**config.mk**
```make
export PLATFORM = sky130hd
export DESIGN_NAME = cia_cycle_controller
export DESIGN_NICKNAME = d
export VERILOG_FILES = /design/src/rtl/cia_cycle_controller_pkg.sv /design/src/rtl/cia_cycle_controller_e_sync.sv /design/src/rtl/cia_cycle_controller.sv
export SDC_FILE = /design/constraint.sdc
export NUM_CORES = 1
export LEC_CHECK = 0
export BUFFER_PORTS_ARGS = -buffer_cell sky130_fd_sc_hd__buf_2
export CAP_MARGIN = 10
export CORE_UTILIZATION = 59
export DETAILED_ROUTE_END_ITERATION = 6
export PLACE_DENSITY = 0.82
export SYNTH_ARGS = -nofsm -noshare
export SYNTH_HDL_FRONTEND = slang
export SYNTH_HIERARCHICAL = 1
export SYNTH_SLANG_ARGS = --single-unit
```
**constraint.sdc**
```tcl
create_clock -name CLK40 -period 2.35 [get_ports CLK40]
set_input_delay 0.1175 -clock CLK40 [delete_from_list [all_inputs] [get_ports CLK40]]
set_output_delay 0.1175 -clock CLK40 [all_outputs]
set_load 0.005 [all_outputs]
```
**src/rtl/cia_cycle_controller_pkg.sv**
```systemverilog
// Shared definitions for the CIA cycle controller: FSM encoding, owner
// encoding and the default timeout.
package cia_cycle_controller_pkg;

  localparam logic [2:0] ST_IDLE   = 3'd0;
  localparam logic [2:0] ST_SYNC   = 3'd1;
  localparam logic [2:0] ST_ASSERT = 3'd2;
  localparam logic [2:0] ST_HOLD   = 3'd3;
  localparam logic [2:0] ST_DONE   = 3'd4;

  localparam logic OWNER_CPU = 1'b0;
  localparam logic OWNER_PCI = 1'b1;

  localparam int TIMEOUT_DEFAULT = 255;

  function automatic logic is_active(input logic [2:0] st);
    return (st == ST_SYNC) || (st == ST_ASSERT) || (st == ST_HOLD);
  endfunction

endpackage

```
**src/rtl/cia_cycle_controller_e_sync.sv**
```systemverilog
// Two-flop synchronizer for the CIA E clock with one-cycle edge pulses
// derived from the synchronized level.
module cia_e_sync (
  input  logic i_clk,
  input  logic i_rst_n,
  input  logic i_e,
  output logic o_e_rise,
  output logic o_e_fall
);

  logic r_s1, r_s2, r_s3;

  always_ff @(posedge i_clk or negedge i_rst_n) begin
    if (!i_rst_n) begin
      r_s1 <= 1'b0;
      r_s2 <= 1'b0;
      r_s3 <= 1'b0;
    end else begin
      r_s1 <= i_e;
      r_s2 <= r_s1;
      r_s3 <= r_s2;
    end
  end

  assign o_e_rise = r_s2 & ~r_s3;
  assign o_e_fall = ~r_s2 & r_s3;

endmodule

```
**src/rtl/cia_cycle_controller.sv**
```systemverilog
// Arbitrates CPU and PCI-bridge requests onto the two CIAs, aligning each
// access to the E clock and guarding it with a timeout.
module cia_cycle_controller
  import cia_cycle_controller_pkg::*;
#(
  parameter int TIMEOUT = TIMEOUT_DEFAULT
) (
  input  logic CLK40,
  input  logic RESETn,
  input  logic CLKCIA,
  input  logic CPU_REQ,
  input  logic CPU_RnW,
  input  logic CPU_SEL,
  input  logic PCI_REQ,
  input  logic PCI_RnW,
  input  logic PCI_SEL,
  output logic CPU_ACK,
  output logic PCI_ACK,
  output logic CPU_ERR,
  output logic PCI_ERR,
  output logic CIAA_CSn,
  output logic CIAB_CSn,
  output logic CIA_RnW,
  output logic BUS_OE,
  output logic DLATCH
);

  localparam logic [7:0] LP_TO_LAST = 8'(TIMEOUT - 1);

  logic       w_e_rise, w_e_fall;
  logic [2:0] r_state, w_next;
  logic       r_owner, r_rnw, r_sel, r_rr_last, r_holdoff;
  logic [7:0] r_cnt;
  logic       r_csa_n, r_csb_n, r_cia_rnw, r_bus_oe;
  logic       r_cpu_ack, r_pci_ack, r_cpu_err, r_pci_err;
  logic       w_grant, w_cpu_wins, w_to, w_cs_on, w_ok_done;

  cia_e_sync u_e_sync (
    .i_clk    (CLK40),
    .i_rst_n  (RESETn),
    .i_e      (CLKCIA),
    .o_e_rise (w_e_rise),
    .o_e_fall (w_e_fall)
  );

  // The cycle after DONE is masked so a requester still holding REQ while
  // it reacts to ACK is not re-granted.
  assign w_grant    = (r_state == ST_IDLE) && !r_holdoff && (CPU_REQ || PCI_REQ);
  assign w_cpu_wins = CPU_REQ && (!PCI_REQ || (r_rr_last == OWNER_PCI));
  assign w_to       = is_active(r_state) && (r_cnt == LP_TO_LAST);
  assign w_ok_done  = (r_state == ST_HOLD) && w_e_fall && !w_to;

  always_comb begin
    w_next = r_state;
    case (r_state)
      ST_IDLE:   if (w_grant) w_next = ST_SYNC;
      ST_SYNC:   if (w_to) w_next = ST_DONE; else if (w_e_fall) w_next = ST_ASSERT;
      ST_ASSERT: if (w_to) w_next = ST_DONE; else if (w_e_rise) w_next = ST_HOLD;
      ST_HOLD:   if (w_to || w_e_fall) w_next = ST_DONE;
      ST_DONE:   w_next = ST_IDLE;
      default:   w_next = ST_IDLE;
    endcase
  end

  assign w_cs_on = (w_next == ST_ASSERT) || (w_next == ST_HOLD);

  always_ff @(posedge CLK40 or negedge RESETn) begin
    if (!RESETn) begin
      r_state   <= ST_IDLE;
      r_owner   <= OWNER_CPU;
      r_rnw     <= 1'b1;
      r_sel     <= 1'b0;
      r_rr_last <= OWNER_PCI;
      r_holdoff <= 1'b0;
      r_cnt     <= '0;
      r_csa_n   <= 1'b1;
      r_csb_n   <= 1'b1;
      r_cia_rnw <= 1'b1;
      r_bus_oe  <= 1'b0;
      r_cpu_ack <= 1'b0;
      r_pci_ack <= 1'b0;
      r_cpu_err <= 1'b0;
      r_pci_err <= 1'b0;
    end else begin
      r_state   <= w_next;
      r_holdoff <= (r_state == ST_DONE);
      if (w_grant) begin
        r_owner   <= w_cpu_wins ? OWNER_CPU : OWNER_PCI;
        r_rnw     <= w_cpu_wins ? CPU_RnW : PCI_RnW;
        r_sel     <= w_cpu_wins ? CPU_SEL : PCI_SEL;
        r_rr_last <= w_cpu_wins ? OWNER_CPU : OWNER_PCI;
        r_cnt     <= '0;
      end else if (is_active(r_state)) begin
        r_cnt <= r_cnt + 8'd1;
      end
      // Bus outputs are registered from the next state so they change
      // cleanly on the clock edge that enters or leaves the CS window.
      r_csa_n   <= !(w_cs_on && !r_sel);
      r_csb_n   <= !(w_cs_on && r_sel);
      r_cia_rnw <= w_cs_on ? r_rnw : 1'b1;
      r_bus_oe  <= w_cs_on && !r_rnw;
      r_cpu_ack <= w_ok_done && (r_owner == OWNER_CPU);
      r_pci_ack <= w_ok_done && (r_owner == OWNER_PCI);
      r_cpu_err <= w_to && (r_owner == OWNER_CPU);
      r_pci_err <= w_to && (r_owner == OWNER_PCI);
    end
  end

  assign CPU_ACK  = r_cpu_ack;
  assign PCI_ACK  = r_pci_ack;
  assign CPU_ERR  = r_cpu_err;
  assign PCI_ERR  = r_pci_err;
  assign CIAA_CSn = r_csa_n;
  assign CIAB_CSn = r_csb_n;
  assign CIA_RnW  = r_cia_rnw;
  assign BUS_OE   = r_bus_oe;
  assign DLATCH   = w_ok_done && r_rnw;

endmodule
```
==> flow_summary.json <==
{
  "setup.worst_path.class": "reg -> out",
  "synth_nets": 118,
  "cts_setup_buffers": 0,
  "tritoncts_num_sinks": 27,
  "crit_path_start_kind": "flop",
  "syn_area_per_cell_um2": 11.5,
  "post_layout_power_mw": 1.42,
  "cts.clk_slew.worst_paths_ns": 0.13,
  "maximum_number_of_pins_on_one_net_before_global_route_repair": 28,
  "remaining_global_route_overflow": 0,
  "first_global_vias": 758,
  "totalNegativeSetupSlack_ns": 0,
  "cts_tree": "yes",
  "drive_gt1_frac": 0.315,
  "most_used_standard_cell_by_instance_count_after_synthesis": "sky130_fd_sc_hd__dfrtp_1",
  "synth.distinct_cells": 41,
  "synth_edf_count": 0,
  "drt-vias-per-instance": 5.74,
  "cts.path.max_buffers": 2,
  "postRouteWirelength_um": 2160,
  "dieHeight_um": 47.6,
  "finalWeightedCongestion": 0.730,
  "io_pins": 18,
  "cts-htree-levels": 1,
  "yosys_register_bits": 27,
  "timing.critical_path.required_ns": 2.23,
  "ys_top_cells_by_count": "sky130_fd_sc_hd__dfrtp_1 (22), sky130_fd_sc_hd__a21oi_1 (7), sky130_fd_sc_hd__dfstp_2 (5), sky130_fd_sc_hd__o21ai_0 (5)",
  "cts_hold_fix_bufs": 2,
  "maximum_cell_stage_delay_along_the_critical_path_ns": 0.46,
  "cts_resized": 0,
  "synth-seq-area-share": 0.556,
  "nets": 139,
  "fillers": 154,
  "initial_core_util": 0.626,
  "die_w_um": 47.6,
  "clkLatencyLatePin_ns": 0.32,
  "outcome": "finished, final reports clean",
  "ys.flop_type": "sky130_fd_sc_hd__dfrtp_1",
  "fmax_mhz": 529,
  "crit_fanout": 9,
  "crit_chain": "inv_1 -> ha_1 -> nand3_1 -> nor2_1 -> nor3b_1 -> buf_2",
  "netlist_instances": 107,
  "overall_global_routing_usage": 0.213,
  "core_area_um2": 1960,
  "grt_first_pass_wirelength_um": 3250,
  "synth_largest_area_cell": "sky130_fd_sc_hd__dfrtp_1",
  "placement_rows": 16,
  "power.density_nw_per_um2": 1040,
  "layout_min_cycle_time_ns": 1.89,
  "port_buffers": 17,
  "synth.area.top_cells": "sky130_fd_sc_hd__dfrtp_1 (45%), sky130_fd_sc_hd__dfstp_2 (11%), sky130_fd_sc_hd__a21oi_1 (2.9%)",
  "async_reset_ff_frac": 1.00,
  "max_slew_margin": 0.614,
  "worst_hold_slack_ns": 0.0171,
  "crit_path_end_kind": "output pin",
  "die-area_um2": 2270,
  "area_delta_synth_final_pct": 11.6,
  "dp_hpwl_um": 1540,
  "worst-endpoint-arrival_ns": 1.77,
  "final_critical_path_setup_slack_ns": 0.461,
  "antenna_cells": 0,
  "hold_path_class": "in -> reg",
  "firstDrtPassIters": 4,
  "synth_top_area_frac": 0.449,
  "pin_slew_with_the_least_headroom_to_its_limit_ns": 0.579,
  "worst_path_slowest_cell": "sky130_fd_sc_hd__dfrtp_1",
  "post_synth_instance_area_um2": 1230,
  "critical_path.n_buffers_inverters": 2,
  "grt_antenna_before_repair": 0,
  "finalMaxSlewViolations": 0,
  "final-hold-violation-count": 0,
  "rsz0062_at_grt": "false",
  "finClkSkew_ns": 0.00251,
  "dr_total_vias": 884,
  "dp_slack_ns": 0.690,
  "antenna_left": 0,
  "max-cap-violations": 0,
  "final.period_utilization": 0.804,
  "cts-buffers-inserted": 3,
  "drt_first_iter_violations": 18,
  "vdd_drop_max_v": 0.000956,
  "route.detailed.wl_per_inst_um": 14.0,
  "finalSetupViolations": 0,
  "power_leakage_nw": 0.595,
  "cts_root_buf": "sky130_fd_sc_hd__clkbuf_4",
  "yosys_warnings": 6,
  "critical-path-top-delay-family": "simple AND/OR/NAND/NOR gates",
  "drc": 0
}
-- worst reg2reg max path, cell delays in order, from the launching register on --
cell                      delay, ns
sky130_fd_sc_hd__dfrtp_1       0.46
sky130_fd_sc_hd__inv_1         0.08
sky130_fd_sc_hd__ha_1          0.21
sky130_fd_sc_hd__nand3_1       0.09
sky130_fd_sc_hd__nor2_1        0.12
sky130_fd_sc_hd__or4b_2        0.65
-- area by class of cell --
| class | instances | area [um2] | area share |
|---|---|---|---|
| clock buffer | 4 | 26.3 | 0.0192 |
| inverter | 4 | 15.0 | 0.0110 |
| multi-input combinational | 72 | 500 | 0.365 |
| sequential | 27 | 682 | 0.498 |
| tap | 27 | 33.8 | 0.0247 |
| timing repair buffer | 20 | 113 | 0.0822 |
-- layout by cell type (no fill, tap or decap), drive strengths merged, types with 2 or more instances in the layout --
| master | netlist | routed |
|---|---|---|
| nand2 | 3 | 3 |
| clkbuf | 1 | 4 |
| o31ai | 3 | 3 |
| nor2b | 2 | 2 |
| nand3 | 3 | 3 |
| o21ba | 2 | 2 |
| nand4b | 2 | 2 |
| a211oi | 2 | 2 |
| a31oi | 2 | 2 |
| buf | 3 | 18 |
| o21bai | 2 | 2 |
| o21ai | 5 | 5 |
| a21oi | 8 | 8 |
| dfstp | 5 | 5 |
| nor3 | 4 | 4 |
| inv | 4 | 4 |
| nor2 | 4 | 4 |
| dfrtp | 22 | 22 |
| or4 | 5 | 5 |
| ha | 2 | 2 |
| or3 | 2 | 2 |
| and2 | 2 | 2 |
| nor3b | 2 | 2 |
| nand3b | 2 | 2 |
| dlygate4sd3 | 0 | 2 |
| mux2 | 3 | 3 |
-- power by group --
part | total, mW | switching, mW | internal [mW]
clock | 0.196 | 0.130 | 0.0666
combinational | 0.474 | 0.252 | 0.221
sequential | 0.751 | 0.130 | 0.621
total | 1.42 | 0.512 | 0.909
-- cells by family (layout without fill, tap and decap cells) --
| logic type | Yosys count | after routing | share of synthesized area |
|---|---|---|---|
| multiplexers | 4 | 4 | 0.0357 |
| flip-flops | 27 | 27 | 0.556 |
| XOR/XNOR | 2 | 2 | 0.0143 |
| AND/OR/NAND/NOR | 38 | 38 | 0.196 |
| AO/OA/AOI/OAI | 26 | 26 | 0.142 |
| buffers and inverters | 8 | 28 | 0.0367 |
| adder cells (fa/ha/maj) | 2 | 2 | 0.0204 |
-- flip-flops by register name, summed over array words and instances (netlist names) --
register	flops
u_e_sync/r_s3	1
PCI_ACK	1
CIA_RnW	1
CIAA_CSn	1
r_state	3
u_e_sync/r_s1	1
CPU_ERR	1
r_rnw	1
u_e_sync/r_s2	1
BUS_OE	1
PCI_ERR	1
r_sel	1
r_holdoff	1
r_rr_last	1
CIAB_CSn	1
CPU_ACK	1
r_cnt	8
r_owner	1
-- metal layers --
layer	up-vias	global-route usage	wire length, um
met3	6	0.0491	72
met5	-	0	0
met1	422	0.274	1000
met2	26	0.337	1040
met4	0	0.111	38
li1	430	-	-
-- worst paths after layout --
| kind | slack [ns] | start | endpoint | cells past startpoint |
|---|---|---|---|---|
| max | 0.46 | r_cnt[0] | DLATCH | 6 |
| min | 0.02 | PCI_RnW | r_rnw | 3 |
| max reg2reg | 0.66 | r_cnt[0] | CIAB_CSn | 5 |
| min reg2reg | 0.37 | u_e_sync/r_s1 | u_e_sync/r_s2 | 0 |
| max in group asynchronous | 1.66 | RESETn | r_rnw | 2 |
| min in group asynchronous | 0.31 | RESETn | CPU_ACK | 2 |
-- metrics by stage --
step,cell area [um2],util,std cells
floorplan,1230,-,107
global placement,1320,0.675,148
detailed placement,1320,0.675,148
CTS,1370,0.698,154
global route,1370,0.698,154
finish,1370,0.698,154
No activity file was read; power rests on OpenSTA's default activity.
